[src/rtl/pipelined_phase_accumulator_if.sv]
// Sample/result bundle of the pipelined phase accumulator.
// master = FTW source side, slave = accumulator side.
interface pipelined_phase_accumulator_if #(
  parameter int N = 32
);
  logic         in_valid;
  logic         clr;
  logic [N-1:0] ftw_in;
  logic [N-1:0] phase_out;
  logic         out_valid;
  logic         wrap_out;

  modport master (
    output in_valid, clr, ftw_in,
    input  phase_out, out_valid, wrap_out
  );

  modport slave (
    input  in_valid, clr, ftw_in,
    output phase_out, out_valid, wrap_out
  );
endinterface

[src/rtl/pipelined_phase_accumulator.sv]
// NCO phase accumulator split into S = N/SEG carry-registered segments.
// Each pipe stage carries one N-bit word: finished result slices below the active segment, pending FTW slices above.
module pipelined_phase_accumulator #(
  parameter int N   = 32,
  parameter int SEG = 8
) (
  input logic                        clk,
  input logic                        rst,
  pipelined_phase_accumulator_if.slave bus
);
  localparam int S = N / SEG;

  logic           valid_p_r [0:S];
  logic           clr_p_r   [0:S-1];
  logic           carry_p_r [0:S];
  logic [N-1:0]   data_p_r  [0:S];
  logic [SEG-1:0] acc_r     [0:S-1];

  logic [SEG-1:0] new_slice_s [0:S-1];
  logic           carry_s     [0:S-1];
  logic [N-1:0]   next_data_s [0:S-1];

  // Segment adders: a clear loads the FTW slice and kills the carry chain for that sample.
  always_comb begin
    logic [SEG:0] sum_v;
    sum_v = {(SEG+1){1'b0}};
    for (int j = 0; j < S; j++) begin
      sum_v          = {1'b0, acc_r[j]} + {1'b0, data_p_r[j][j*SEG +: SEG]}
                     + {{SEG{1'b0}}, carry_p_r[j]};
      new_slice_s[j] = clr_p_r[j] ? data_p_r[j][j*SEG +: SEG] : sum_v[SEG-1:0];
      carry_s[j]     = clr_p_r[j] ? 1'b0 : sum_v[SEG];
      next_data_s[j] = data_p_r[j];
      next_data_s[j][j*SEG +: SEG] = new_slice_s[j];
    end
  end

  // Input stage, skew/deskew pipe and accumulator slices.
  always_ff @(posedge clk or negedge rst) begin
    if (!rst) begin
      for (int j = 0; j <= S; j++) begin
        valid_p_r[j] <= 1'b0;
        carry_p_r[j] <= 1'b0;
        data_p_r[j]  <= {N{1'b0}};
      end
      for (int j = 0; j < S; j++) begin
        clr_p_r[j] <= 1'b0;
        acc_r[j]   <= {SEG{1'b0}};
      end
    end else begin
      valid_p_r[0] <= bus.in_valid;
      clr_p_r[0]   <= bus.in_valid & bus.clr;
      carry_p_r[0] <= 1'b0;
      data_p_r[0]  <= bus.ftw_in;
      for (int j = 0; j < S; j++) begin
        valid_p_r[j+1] <= valid_p_r[j];
        carry_p_r[j+1] <= valid_p_r[j] & carry_s[j];
        data_p_r[j+1]  <= next_data_s[j];
        // Slices only move for real samples, so bubbles never disturb the phase.
        if (valid_p_r[j]) begin
          acc_r[j] <= new_slice_s[j];
        end else begin
          acc_r[j] <= acc_r[j];
        end
      end
      for (int j = 0; j < S - 1; j++) begin
        clr_p_r[j+1] <= clr_p_r[j];
      end
    end
  end

  // Output register: phase holds across bubbles, wrap is a one-cycle flag.
  always_ff @(posedge clk or negedge rst) begin
    if (!rst) begin
      bus.phase_out <= {N{1'b0}};
      bus.out_valid <= 1'b0;
      bus.wrap_out  <= 1'b0;
    end else begin
      bus.out_valid <= valid_p_r[S];
      bus.wrap_out  <= valid_p_r[S] & carry_p_r[S];
      if (valid_p_r[S]) begin
        bus.phase_out <= data_p_r[S];
      end else begin
        bus.phase_out <= bus.phase_out;
      end
    end
  end
endmodule

[src/flat_wrapper.sv]
// flat-port wrapper written by rule: the top's interface ports become plain ports
module pipelined_phase_accumulator_flat 
#(
  parameter int N   = 32,
  parameter int SEG = 8
)
  (clk, rst, bus_in_valid, bus_clr, bus_ftw_in, bus_phase_out, bus_out_valid, bus_wrap_out);
  pipelined_phase_accumulator_if #(.N(N)) bus_i ();
  input logic clk;
  input logic rst;
  input wire logic [$bits(bus_i.in_valid)-1:0] bus_in_valid;
  input wire logic [$bits(bus_i.clr)-1:0] bus_clr;
  input wire logic [$bits(bus_i.ftw_in)-1:0] bus_ftw_in;
  output wire logic [$bits(bus_i.phase_out)-1:0] bus_phase_out;
  output wire logic [$bits(bus_i.out_valid)-1:0] bus_out_valid;
  output wire logic [$bits(bus_i.wrap_out)-1:0] bus_wrap_out;
  assign bus_i.in_valid = bus_in_valid;
  assign bus_i.clr = bus_clr;
  assign bus_i.ftw_in = bus_ftw_in;
  assign bus_phase_out = bus_i.phase_out;
  assign bus_out_valid = bus_i.out_valid;
  assign bus_wrap_out = bus_i.wrap_out;
  pipelined_phase_accumulator #(.N(N), .SEG(SEG)) u_core (.clk(clk), .rst(rst), .bus(bus_i));
endmodule
[config.mk]
export PLATFORM = sky130hd
export DESIGN_NAME = pipelined_phase_accumulator_flat
export DESIGN_NICKNAME = d
export VERILOG_FILES = /design/src/rtl/pipelined_phase_accumulator_if.sv /design/src/rtl/pipelined_phase_accumulator.sv /design/src/flat_wrapper.sv
export SDC_FILE = /design/constraint.sdc
export NUM_CORES = 1
export LEC_CHECK = 0
export ABC_AREA = 1
export ABC_CLOCK_PERIOD_IN_PS = 2700
export BUFFER_PORTS_ARGS = -buffer_cell sky130_fd_sc_hd__buf_2
export CAP_MARGIN = 20
export CORE_MARGIN = 1
export CORE_UTILIZATION = 55
export CTS_CLUSTER_DIAMETER = 80
export DETAILED_ROUTE_END_ITERATION = 10
export MAX_ROUTING_LAYER = met4
export PLACE_DENSITY = 0.75
export RECOVER_POWER = 50
export SYNTH_ARGS = -nofsm -noshare
export SYNTH_HDL_FRONTEND = slang
export SYNTH_SLANG_ARGS = --single-unit
export TNS_END_PERCENT = 20
[constraint.sdc]
create_clock -name clk -period 2.7 [get_ports clk]
set_clock_uncertainty 0.2 [all_clocks]
set_input_delay 0.405 -clock clk [delete_from_list [all_inputs] [get_ports clk]]
set_output_delay 0.405 -clock clk [all_outputs]
set_load 0.03 [all_outputs]
==> out/metrics.cfg <==
[floorplanning]
start_util_pct = 56.0
die_area_mm2 = 0.0166
rows = 46
core-area_mm2 = 0.0158
die_x_um = 129
io_pins = 70
die_h_um = 129

[flow_run]
max_cap_violations = 0

[layout]
multi_input_area_mm2 = 0.00249
fin_nets = 954
final.fill_count = 1160
drive_above_1_share_pct = 18.1
utilization_pct = 67.1
regArea_mm2 = 0.00598
final_cell_mix = dfrtp_1, nand2_1, inv_1, buf_2, nand3_1
final_common_cell = dfrtp_1
area_growth_pct = 19.7
diodes = 0

[outcome]
status = finished, final reports clean

[worst_setup_path]
cp-end-kind = flop
start_kind = flop
r2r_start = u_core.acc_r[8]
cp-startpoint = u_core.acc_r[8]
criticalPathCategory = flop to flop
worstRegToRegCells = 12
worst_ep_arrival_time_ns = 2.31
cp_max_fo = 3
required_ns = 2.94

[logic_synthesis]
synth-seq-cells = 239
ys_types = 23
synthMuxAreaShare_pct = 4.06
synthAdderAreaFrac_pct = 5.67
synth_top_family_by_area = simple AND/OR/NAND/NOR gates
syn_area_mm2 = 0.00887
yosysSeqAreaShare_pct = 67.5
synthXorXnorAreaFrac_pct = 0
mappedNetlistNets = 835
syn_inst = 763
synth-simple-area-share_pct = 15.6
synth_compound_area_share_pct = 2.77
syn_area_per_cell_um2 = 11.6
yosys_warnings = 0

[timing]
slew_headroom_pct = 22.0
fmax_ghz = 0.484
rsz0062_at_grt = false
hold_viol = 0
tns_ns = 0
maxSlewViolCount = 0
worst_pin_slew_ns = 1.17
fin_crit_sh_pct = 76.6
fin_crit_ns = 2.07
setup_viol = 0

[hold_path]
min_from = u_core.data_p_r[74]
min_path_cells = 0
hold_path_class = flop to flop

[global_routing]
grt-ovfl-total = 0
grt_pass1_vias = 5207
grt_pass1_wl_mm = 24.7
grt_max_degree = 74
track_usage_pct = 19.7
antenna_found_initial = 0

[drt]
via_per_inst = 4.78
initialDrtViolationCount = 287
drc = 0
ant_nets = 0
vias = 5315
wl_per_cell_um = 13.2
drt_wl_total_mm = 14.7
first_pass_iters = 4

[clock_network]
cts.clk_slew.worst_paths_ns = 0.06
cts_htree_levels = 1
root_buffer = clkbuf_16
cts-resized-gates = 0
insertion_delay_ns = 0.51
cts.sinks = 239
ctsLongestPathBuffers = 3
cts_tree = yes
cts_buffers = 23

[power]
power.density_mw_per_mm2 = 1060
power_leakage_nw = 5.33
vdd_drop_max_v = 0.000723

[placed_design]
port_buffers = 69
place.gp.congestion = 0.916
hpwl_mm = 9.35

-- per-stage QoR --
stage	total power (W)	cell area, µm²	std cells	setup slack [ns]	hold WS [ns]
5_1_grt	0.0119	10600	1113	0.448	0.150
4_1_cts	0.0114	10600	1113	0.630	0.145
3_5_place_dp	0.00782	9450	1038	0.655	0.135
2_1_floorplan	0.00704	8870	763	0.793	-0.0906
6_report	0.0112	10600	1113	0.633	0.141
3_3_place_gp	0.00770	9450	1038	0.689	0.132
-- layout make-up --
cell class,instances,share of cell area [%]
multi-input combinational,434,23.5
inverter,74,2.62
sequential,239,56.3
clock buffer,31,6.08
timing repair buffer,110,7.20
tap,216,2.55
clock inverter,9,1.74
-- worst max-delay path, cell delays in order, from the launching register on --
cell and delay, ns:
dfrtp_1 0.40, fa_1 0.45, inv_1 0.09, fa_1 0.16
inv_1 0.07, nand2_1 0.08, nand2_1 0.07, and2_4 0.14
nand2_1 0.05, nand2_1 0.06, o21ai_2 0.13, nand2_1 0.06
nand2_1 0.07
-- repair_timing --
item	in CTS	in global routing
endpoints found under the hold margin	103	0
setup buffers	0	0
hold buffers	35	0
-- cell families (layout without fill, tap and decap cells) --
| family | count (synthesis) | after routing |
|---|---|---|
| AO/OA/AOI/OAI | 40 | 40 |
| flip-flops | 239 | 239 |
| AND/OR/NAND/NOR | 326 | 326 |
| buffers and inverters | 90 | 224 |
| adder cells (fa/ha/maj) | 36 | 36 |
| multiplexers | 32 | 32 |
-- where the power goes --
| part | total [W] | internal (W) | leakage, nW | switching (W) |
|---|---|---|---|---|
| Combinational | 0.00280 | 0.00107 | 2.10 | 0.00173 |
| Sequential | 0.00501 | 0.00458 | 2.82 | 0.000430 |
| Clock | 0.00344 | 0.00216 | 0.409 | 0.00128 |
-- final timing paths --
path	to	slack, ns
max in group asynchronous	u_core.data_p_r[118]	1.31
min reg2reg	u_core.data_p_r[42]	0.14
max reg2reg	u_core.acc_r[12]	0.63
min in group asynchronous	u_core.bus.phase_out[25]	0.24
min	u_core.data_p_r[42]	0.14
max	u_core.acc_r[12]	0.63
-- synthesized netlist by cell type --
library cell / n / area [µm²]
buf_6: 4 / 45.0
nand3_1: 48 / 240
a21oi_1: 12 / 60.1
ha_1: 29 / 363
o21ai_2: 8 / 70.1
inv_2: 1 / 3.75
dfrtp_1: 239 / 5980
inv_1: 73 / 274
buf_4: 4 / 30.0
and2_4: 4 / 35.0
or2_2: 4 / 25.0
fa_1: 7 / 140
or2_4: 4 / 35.0
and2_1: 4 / 25.0
a31oi_1: 12 / 75.1
nor2_1: 36 / 135
nand3_2: 4 / 40.0
nand3b_1: 4 / 30.0
clkbuf_2: 4 / 20.0
mux2_2: 32 / 360
o21ai_0: 8 / 40.0
nand2_1: 218 / 818
buf_2: 4 / 20.0
-- metal layers --
layer	global-route usage [%]	part of all wire, %
met1	25.1	45
met2	32.9	50
met3	2.99	3.0
met4	5.47	2.4
met5	-	0
-- state kept, by name, indices dropped and copies added (netlist names) --
register / cells
u_core.bus.phase_out: 32
u_core.acc_r: 32
u_core.carry_p_r: 4
u_core.bus.out_valid: 1
u_core.valid_p_r: 5
u_core.data_p_r: 160
u_core.clr_p_r: 4
u_core.bus.wrap_out: 1
(Power assumes the default switching activity.)
